### config.mk
export PLATFORM = sky130hd
export DESIGN_NAME = ovl_win_unchange_stim_flat
export DESIGN_NICKNAME = d
export VERILOG_FILES = /design/src/rtl/ovl_win_unchange_stim_if.sv /design/src/rtl/ovl_win_unchange_stim.sv /design/src/flat_wrapper.sv
export SDC_FILE = /design/constraint.sdc
export NUM_CORES = 1
export LEC_CHECK = 0
export CORE_ASPECT_RATIO = 1.4
export CORE_UTILIZATION = 50
export DETAILED_ROUTE_END_ITERATION = 6
export GPL_TIMING_DRIVEN = 0
export PLACE_DENSITY = 0.88
export SLEW_MARGIN = 5
export SYNTH_ARGS = -nofsm -noshare
export SYNTH_HDL_FRONTEND = slang
export SYNTH_SLANG_ARGS = --single-unit
### constraint.sdc
create_clock -name clk -period 2.3 [get_ports clk]
set_clock_uncertainty 0.05 [all_clocks]
set_input_delay 0.69 -clock clk [delete_from_list [all_inputs] [get_ports clk]]
set_output_delay 0.69 -clock clk [all_outputs]
set_load 0.02 [all_outputs]
### src/rtl/ovl_win_unchange_stim_if.sv
// ovl_win_unchange_stim_if: control inputs and window outputs of the win_unchange stimulus generator
interface ovl_win_unchange_stim_if #(
    parameter int width        = 8,
    parameter int cnt_width    = 8,
    parameter int wcount_width = 16
);
    logic                    enable;
    logic                    inject_err;
    logic [cnt_width-1:0]    win_len;
    logic [cnt_width-1:0]    gap_len;
    logic                    start_event;
    logic                    end_event;
    logic                    window_o;
    logic                    err_injected;
    logic [width-1:0]        test_expr;
    logic [wcount_width-1:0] win_count;
    modport master (
        input  enable, inject_err, win_len, gap_len,
        output start_event, end_event, window_o, err_injected, test_expr, win_count
    );
    modport slave (
        output enable, inject_err, win_len, gap_len,
        input  start_event, end_event, window_o, err_injected, test_expr, win_count
    );
endinterface

### src/rtl/ovl_win_unchange_stim.sv
// ovl_win_unchange_stim: frames start/end windows and holds test_expr stable inside them
module ovl_win_unchange_stim #(
    parameter int width        = 8,
    parameter int cnt_width    = 8,
    parameter int wcount_width = 16
) (
    input logic                      clk,
    input logic                      reset_n,
    ovl_win_unchange_stim_if.master  bus
);
    typedef enum logic [1:0] {IDLE, START, OPEN, GAP} state_t;
    state_t               state, nxt;
    logic [cnt_width-1:0] wcnt, wnxt, gcnt, gnxt, len, lnxt, glen;
    logic                 inj;
    assign inj = state == START && bus.inject_err;
    always_comb begin
        nxt  = state;
        wnxt = wcnt;
        gnxt = gcnt;
        lnxt = len;
        case (state)
            IDLE:  nxt = bus.enable ? START : IDLE;
            START: begin
                nxt  = OPEN;
                wnxt = cnt_width'(1);
                lnxt = bus.win_len == '0 ? cnt_width'(1) : bus.win_len;
            end
            OPEN: begin
                if (wcnt == len) begin
                    nxt  = bus.gap_len != '0 ? GAP : bus.enable ? START : IDLE;
                    gnxt = cnt_width'(1);
                end else
                    wnxt = wcnt + cnt_width'(1);
            end
            default: begin
                if (gcnt == glen)
                    nxt = bus.enable ? START : IDLE;
                else
                    gnxt = gcnt + cnt_width'(1);
            end
        endcase
    end
    // outputs are registered from the next-state decode so they line up with state
    always_ff @(posedge clk) begin
        if (!reset_n) begin
            state            <= IDLE;
            wcnt             <= '0;
            gcnt             <= '0;
            len              <= '0;
            glen             <= '0;
            bus.start_event  <= 1'b0;
            bus.end_event    <= 1'b0;
            bus.window_o     <= 1'b0;
            bus.err_injected <= 1'b0;
            bus.test_expr    <= '0;
            bus.win_count    <= '0;
        end else begin
            state            <= nxt;
            wcnt             <= wnxt;
            gcnt             <= gnxt;
            len              <= lnxt;
            glen             <= state == OPEN && wcnt == len ? bus.gap_len : glen;
            bus.start_event  <= nxt == START;
            bus.end_event    <= nxt == OPEN && wnxt == lnxt;
            bus.window_o     <= nxt == OPEN;
            bus.err_injected <= inj;
            bus.test_expr    <= nxt == OPEN ? bus.test_expr ^ width'(inj) : bus.test_expr + width'(1);
            bus.win_count    <= bus.win_count + wcount_width'(bus.end_event);
        end
    end
endmodule

### src/flat_wrapper.sv
// flat-port wrapper written by rule: the top's interface ports become plain ports
module ovl_win_unchange_stim_flat 
#(
    parameter int width        = 8,
    parameter int cnt_width    = 8,
    parameter int wcount_width = 16
)
  (clk, reset_n, bus_enable, bus_inject_err, bus_win_len, bus_gap_len, bus_start_event, bus_end_event, bus_window_o, bus_err_injected, bus_test_expr, bus_win_count);
  ovl_win_unchange_stim_if #(.width(width), .cnt_width(cnt_width), .wcount_width(wcount_width)) bus_i ();
  input logic clk;
  input logic reset_n;
  input wire logic [$bits(bus_i.enable)-1:0] bus_enable;
  input wire logic [$bits(bus_i.inject_err)-1:0] bus_inject_err;
  input wire logic [$bits(bus_i.win_len)-1:0] bus_win_len;
  input wire logic [$bits(bus_i.gap_len)-1:0] bus_gap_len;
  output wire logic [$bits(bus_i.start_event)-1:0] bus_start_event;
  output wire logic [$bits(bus_i.end_event)-1:0] bus_end_event;
  output wire logic [$bits(bus_i.window_o)-1:0] bus_window_o;
  output wire logic [$bits(bus_i.err_injected)-1:0] bus_err_injected;
  output wire logic [$bits(bus_i.test_expr)-1:0] bus_test_expr;
  output wire logic [$bits(bus_i.win_count)-1:0] bus_win_count;
  assign bus_i.enable = bus_enable;
  assign bus_i.inject_err = bus_inject_err;
  assign bus_i.win_len = bus_win_len;
  assign bus_i.gap_len = bus_gap_len;
  assign bus_start_event = bus_i.start_event;
  assign bus_end_event = bus_i.end_event;
  assign bus_window_o = bus_i.window_o;
  assign bus_err_injected = bus_i.err_injected;
  assign bus_test_expr = bus_i.test_expr;
  assign bus_win_count = bus_i.win_count;
  ovl_win_unchange_stim #(.width(width), .cnt_width(cnt_width), .wcount_width(wcount_width)) u_core (.clk(clk), .reset_n(reset_n), .bus(bus_i));
endmodule
==> summary.md, run 1 <==
| Metric | Value |
|---|---|
| Die Ht | 101.3 um |
| Pwr dens | 723.8 mW/mm2 |
| Synth Flop Type | dfxtp_1 |
| Setup crit start kind | input pin |
| Final Instance Area | 0.004671 mm2 |
| Clock-pin slew on the worst setup and hold paths | 0.07 ns |
| Row count | 35 |
| Ys async rst share | 0% |
| Largest net degree at the start of global routing | 11 |
| Via density | 6.250 |
| Slowest CP cell | a211oi_2 |
| DR WL/cell | 18.64 um |
| Global-route wire length before repair | 15.38 mm |
| WP data arrival | 2.78 ns |
| Lkg Pwr | 1.708 nW |
| Total CTS buffers | 9 |
| Setup TNS Final | -1.225 ns |
| Syn. warnings | 0 |
| Status | finished with violations |
| Gpl congestion | 0.9466 |
| CTS H-tree depth | 3 |
| Post-Route WL | 10.90 mm |
| CTS tree | done |
| CP Class | in2reg |
| Total Power | 0.003381 W |
| Area of the multi-input gates | 0.002382 mm2 |
| Routed Antenna Nets | 0 |
| Slew Limit Fails | 0 |
| Diode count | 0 |
| Required @ worst endpoint | 2.50 ns |
| Placed cells | 552 |
| Final setup margin | -0.2760 ns |
| EDFF count, synth | 0 |
| Die X | 72.91 um |
| Synthesized netlist cell count | 413 |
| Total gr overflow | 0 |
| Die area | 0.007384 mm2 |
| Fin. Hold Viols | 0 |
| Failing checks | negative setup slack |
| Syn Area/Cell | 8.522 um2 |
| Hpwl dp | 6.357 mm |
| Clock Path Buffers | 2 |
| GRT Overall Usage | 27.23% |
| Final period util | 112.0% |
| Worst-margin pin slew | 0.6905 ns |
| Commonest cells after routing, fill and taps aside | dfxtp_1 (55), nor2_1 (54), clkdlybuf4s50_1 (37) |
| Final Core Density | 69.71% |
| Number of global-route vias before repair | 3,274 |
| P&R area growth vs syn | 32.71% |
| Max transition margin | 53.97% |
| Root Driver | clkbuf_8 |
| Placed inst area | 0.004141 mm2 |
| Starting Density | 52.53% |
| #FFs+latches synth | 62 |
| Share of layout cells above drive strength 1 | 20.69% |
| Syn nets | 442 |
| TritonCTS Sinks | 62 |
| Crit-path cells | dlygate4sd2_1, nor4_4, buf_4, a31oi_1, nand3_1, o311ai_4, a211oi_2, nand4_1, nor4_1 |
| HP Class | reg2reg |
| Total vias in the final route | 3,656 |
| Register Area | 0.001252 mm2 |
| Hold path depth | 2 |
| Final Non-Filler Cells | 585 |
| Layout fillers | 480 |
| # IOs | 48 |
| FMAX | 388.2 MHz |
| RSZ-0062 raised after global routing | yes |
| Final setup viols | 9 |
| Initial antenna violation count | 0 |
| Clock latency on the worst-skew pair | 0.36 ns |
| Max Cap Violations | 0 |
| Maximum VDD drop | 0.0004503 V |
| Worst setup EP type | flip-flop |
| Max FO, Critical Path | 3 |
| Post-CTS Hold Fix Bufs | 0 |
| # DRC | 0 |
| Fin crit period | 2.576 ns |
| Sequential area share after synthesis | 35.26% |
| Synth cell types | 59 |
| Port Buffers | 47 |
| Core Area | 0.006700 mm2 |
| Most common cell after layout, fill and taps aside | dfxtp_1 |
| CP peak stage delay | 0.45 ns |
| First-pass DRT Iterations | 5 |
| Netlist Area Pre-Place | 0.003520 mm2 |
| Fin nets | 517 |
| DRT iter0 DRCs | 401 |
| Cells on worst reg2reg path | 10 |
## metal layers
layer / track usage [%] / up-vias / routed length [um]
li1: - / 1631 / -
met1: 30.60 / 1682 / 3857
met5: 0 / - / 0
met4: 18.40 / 0 / 820
met2: 45.87 / 261 / 5186
met3: 5.771 / 82 / 1038
## metrics by stage
| stage | setup WS, ns | hold WS [ns] |
|---|---|---|
| floorplan | 0.005732 | 0.4351 |
| global placement | -0.6555 | 0.4213 |
| detailed placement | -0.7216 | 0.4350 |
| CTS | 0.0008540 | 0.4510 |
| global route | -0.2814 | 0.5018 |
| finish | -0.2760 | 0.4535 |
## sequential cells by signal (all words and copies together) (netlist names)
register	flops
u_core.state	2
u_core.glen	8
u_core.len	8
u_core.wcnt	8
u_core.bus.win_count	16
u_core.bus.start_event	1
u_core.bus.end_event	1
u_core.gcnt	8
u_core.bus.test_expr	8
u_core.bus.err_injected	1
u_core.bus.window_o	1
## repair_timing
action / CTS / global route
pin swaps: 16 / 12
setup endpoints to repair: 19 / 16
gates resized for setup: 48 / 42
buffers inserted: 10 / 9
cloned: 1 / 0
## critical path: cells and delay by family
family	cells	cell delay [ns]
buffers and inverters	2	0.44
and+or+nand+nor	4	0.91
AOI/OAI and AO/OA	3	0.74
## cells in the mapped netlist (6+ instances only)
master | n | area share [%]
nor3_1 | 6 | 0.85
nand2_1 | 30 | 3.2
xor2_1 | 15 | 3.7
a21oi_1 | 24 | 3.4
nand3_1 | 18 | 2.6
ha_1 | 9 | 3.2
xnor2_1 | 18 | 4.5
nand2b_1 | 6 | 1.1
dfxtp_1 | 62 | 35
nand4_1 | 19 | 3.4
and2_1 | 7 | 1.2
and3_1 | 6 | 1.1
or3_1 | 10 | 1.8
buf_2 | 6 | 0.85
clkbuf_1 | 12 | 1.3
inv_1 | 7 | 0.75
mux2i_1 | 19 | 5.4
mux2_2 | 7 | 2.2
nor2_1 | 54 | 5.8
o21ai_0 | 18 | 2.6
## power breakdown
group,internal [W],switching [W],leakage [nW]
Sequential,0.00114,0.0000661,0.505
Combinational,0.000544,0.000772,1.12
Clock,0.000420,0.000444,0.0796
## final timing paths
check	endpoint	from	slack, ns
setup / recovery	u_core.bus.end_event	bus_gap_len[4]	-0.28
hold / removal	u_core.bus.win_count[7]	u_core.bus.win_count[7]	0.45
setup reg to reg	u_core.bus.end_event	u_core.state[0]	-0.26
hold reg to reg	u_core.bus.win_count[7]	u_core.bus.win_count[7]	0.45
## kinds of logic after synthesis
| family | after synthesis | share of synthesized area, % |
|---|---|---|
| AOI/OAI and AO/OA | 70 | 13.97 |
| xor gates and xnor gates | 34 | 8.674 |
| adders and majority gates | 9 | 3.199 |
| buffers and inverters | 28 | 3.626 |
| DFF | 62 | 35.26 |
| muxes | 27 | 8.283 |
| and+or+nand+nor | 183 | 26.98 |
## final cells by class
cell class,instances,share of cell area [%]
multi-input combinational,323,51.00
inverter,8,0.7769
sequential,62,26.81
clock buffer,13,3.188
buffer,18,2.679
tap,92,2.464
clock inverter,3,0.4286
timing repair buffer,66,12.64
No activity file was read; power rests on OpenSTA's default activity.
==> run 2: changes to the inputs <==
GPL_TIMING_DRIVEN = 1   (was 0)
==> run 2 against run 1 <==
  * The run still ends with negative setup slack left
  * Critical path depth is the same
  * Clock-buffer cell count shrank 4
  * First-iteration DRC count shrank 29%
  * Design area grew 4.5%
  * Highest routed layer unchanged
  * Worst setup slack gained 0.19 ns
  * Hold slack lost 0.0015 ns
  * Register-to-register slack gained 0.18 ns
==> summary.md, run 2 (synthesis results as in run 1) <==
| Metric | Value |
|---|---|
| WP data arrival | 2.60 ns (-0.18 ns) |
| Core Area | 0.006700 mm2 (unchanged) |
| Die Ht | 101.3 um (unchanged) |
| Biggest register | u_core.bus.win_count |
| Met2 global-route usage | 46.87% (+1.0 points) |
| Worst slack, placed | -0.7458 ns (-0.02421 ns) |
| Status | finished with violations |
| Hold path depth | 2 (unchanged) |
| Final period util | 103.6% (-8.4 points) |
| Gpl congestion | 0.9064 (-4.2%) |
| Commonest cells after routing, fill and taps aside | dfxtp_1 (57), nor2_1 (54), buf_4 (53) |
| Fin nets | 538 (+4.1%) |
| Max Cap Violations | 0 (unchanged) |
| Max FFs per register | 16 (unchanged) |
| Clock-pin slew on the worst setup and hold paths | 0.08 ns (about the same) |
| Max FO, Critical Path | 3 (unchanged) |
| RR Startpoint | u_core.state[0] |
| Hold Startpoint | u_core.bus.win_count[7] |
| Number of global-route vias before repair | 3,411 (+4.2%) |
| Root Driver | clkbuf_8 |
| Share of layout cells above drive strength 1 | 26.07% (+5.4 points) |
| Worst R2R Setup Slack | -0.08 ns (+0.18 ns) |
| CP Class | reg2reg |
| Worst setup EP type | flip-flop |
| Placed cells | 577 (+4.5%) |
| Slew Limit Fails | 0 (unchanged) |
| Total vias in the final route | 3,658 (+0.055%) |
| Port Buffers | 47 (unchanged) |
| Diode count | 0 (unchanged) |
| Die area | 0.007384 mm2 (unchanged) |
| Largest net degree at the start of global routing | 45 (+34) |
| Pwr dens | 735.6 mW/mm2 (+1.6%) |
| Hpwl dp | 6.376 mm (+0.30%) |
| Max transition margin | 62.60% (+8.6 points) |
| Critical Path Source | u_core.state[0] |
| Total gr overflow | 0 (unchanged) |
| DRT iter0 DRCs | 285 (-29%) |
| FMAX | 419.6 MHz (+8.1%) |
| Failing checks | negative setup slack |
| Worst-margin pin slew | 0.5576 ns (-0.1329 ns) |
| Initial antenna violation count | 0 (unchanged) |
| Global-route wire length before repair | 15.20 mm (-1.2%) |
| CTS H-tree depth | 3 (unchanged) |
| # DRC | 0 (unchanged) |
| Clock latency on the worst-skew pair | 0.37 ns (about the same) |
| Maximum VDD drop | 0.0005668 V (+26%) |
| Die X | 72.91 um (unchanged) |
| Worst flop-to-flop path endpoint | u_core.bus.end_event |
| Lkg Pwr | 1.892 nW (+11%) |
| Final setup margin | -0.08294 ns (+0.1931 ns) |
| Row count | 35 (unchanged) |
| Final setup viols | 4 (-5) |
| Setup crit start kind | flip-flop |
| Via density | 6.036 (-3.4%) |
| Cells on worst reg2reg path | 9 (-1) |
| Most used routing layer | met2 |
| Clock Path Buffers | 2 (unchanged) |
| Met1 Track Usage GR | 28.69% (-1.9 points) |
| Final Non-Filler Cells | 606 (+3.6%) |
| GRT Overall Usage | 27.03% (-0.20 points) |
| Fin. Hold Viols | 0 (unchanged) |
| DR WL/cell | 17.88 um (-4.0%) |
| Hold Path End | u_core.bus.win_count[7] |
| RSZ-0062 raised after global routing | yes |
| Total CTS buffers | 9 (unchanged) |
| Final Core Density | 72.83% (+3.1 points) |
| # IOs | 48 (unchanged) |
| Required @ worst endpoint | 2.52 ns (+0.02 ns) |
| TritonCTS Sinks | 62 (unchanged) |
| Post-Route WL | 10.84 mm (-0.60%) |
| Routed Antenna Nets | 0 (unchanged) |
| GR met3 Demand/Resource | 4.776% (-1.0 points) |
| Fin crit period | 2.383 ns (-0.1931 ns) |
| P&R area growth vs syn | 38.64% |
| CTS tree | done |
| First-pass DRT Iterations | 5 (unchanged) |
| Most common cell after layout, fill and taps aside | dfxtp_1 |
| Starting Density | 52.53% (unchanged) |
| HP Class | reg2reg |
==> run 2: changes by cell type in the layout (fill, tap and decap cells not counted), sizes merged <==
cell,change
buf,+33
a21oi,+1
dlymetal6s2s,+5
bufinv,+1
clkdlybuf4s50,-6
clkdlybuf4s15,+1
clkbuf,-17
inv,+2
clkinv,+2
clkinvlp,-1
==> run 2: cell type report <==
type                    count  area [um2]
well taps                  92       115.1
clock buffers               9       123.9
clock inverters             7       72.57
fillers                   454        1821
multi-input cells         324        2375
repair buffers            104       908.4
inverters                   8       35.03
flip-flops and latches     62        1250
==> run 2: stage by stage <==
stage | TNS (ns) | hold slack [ns] | power [W] | instance area, um2
3_3_place_gp | -5.710 | 0.4253 | 0.002233 | 4379
3_5_place_dp | -6.957 | 0.4449 | 0.002266 | 4379
5_1_grt | -0.3391 | 0.4782 | 0.003720 | 4880
4_1_cts | -0.04966 | 0.4559 | 0.003322 | 4658
6_report | -0.1200 | 0.4520 | 0.003590 | 4880
2_1_floorplan | 0 | 0.4351 | 0.001904 | 3556
==> run 2: worst max path at each step <==
stage	cells past startpoint	end	slack [ns]
floorplan	8	u_core.bus.test_expr[6]	0.006
global placement	8	u_core.bus.test_expr[7]	-0.59
detailed placement	8	u_core.bus.test_expr[5]	-0.75
CTS	8	u_core.bus.test_expr[5]	-0.05
global route	8	u_core.bus.end_event	-0.12
finish	9	u_core.bus.end_event	-0.08
==> run 2: layer usage <==
metal  share of wire (%)  up-vias
li1                    -     1681
met1                  37     1705
met2                  51      214
met3                 6.6       58
met4                 5.3        0
met5                   0        -
==> run 2: power breakdown <==
group / total, W / switching [W] / internal, W
logic: 0.00139 / 0.000755 / 0.000639
clock network: 0.000997 / 0.000495 / 0.000501
registers: 0.00120 / 0.0000645 / 0.00113
total: 0.00359 / 0.00131 / 0.00227
==> run 2: repair_timing <==
| action | CTS | global route |
|---|---|---|
| hold buffers | 0 | 0 |
| setup endpoints to repair | 10 | 16 |
| endpoints found under the hold margin | 0 | 0 |
| pin swaps | 13 | 25 |
| gates cloned | 0 | 1 |
| gates resized for setup | 27 | 55 |
| buffers inserted | 4 | 8 |
==> run 2: worst max-delay path: stages, from the launching register on <==
cell and delay, ns:
dfxtp_4 0.37, buf_4 0.15, ha_2 0.18, or3_1 0.36, a41o_1 0.24, o221a_4 0.14
buf_4 0.15, a211oi_2 0.18, nand4_1 0.14, nor4_2 0.30
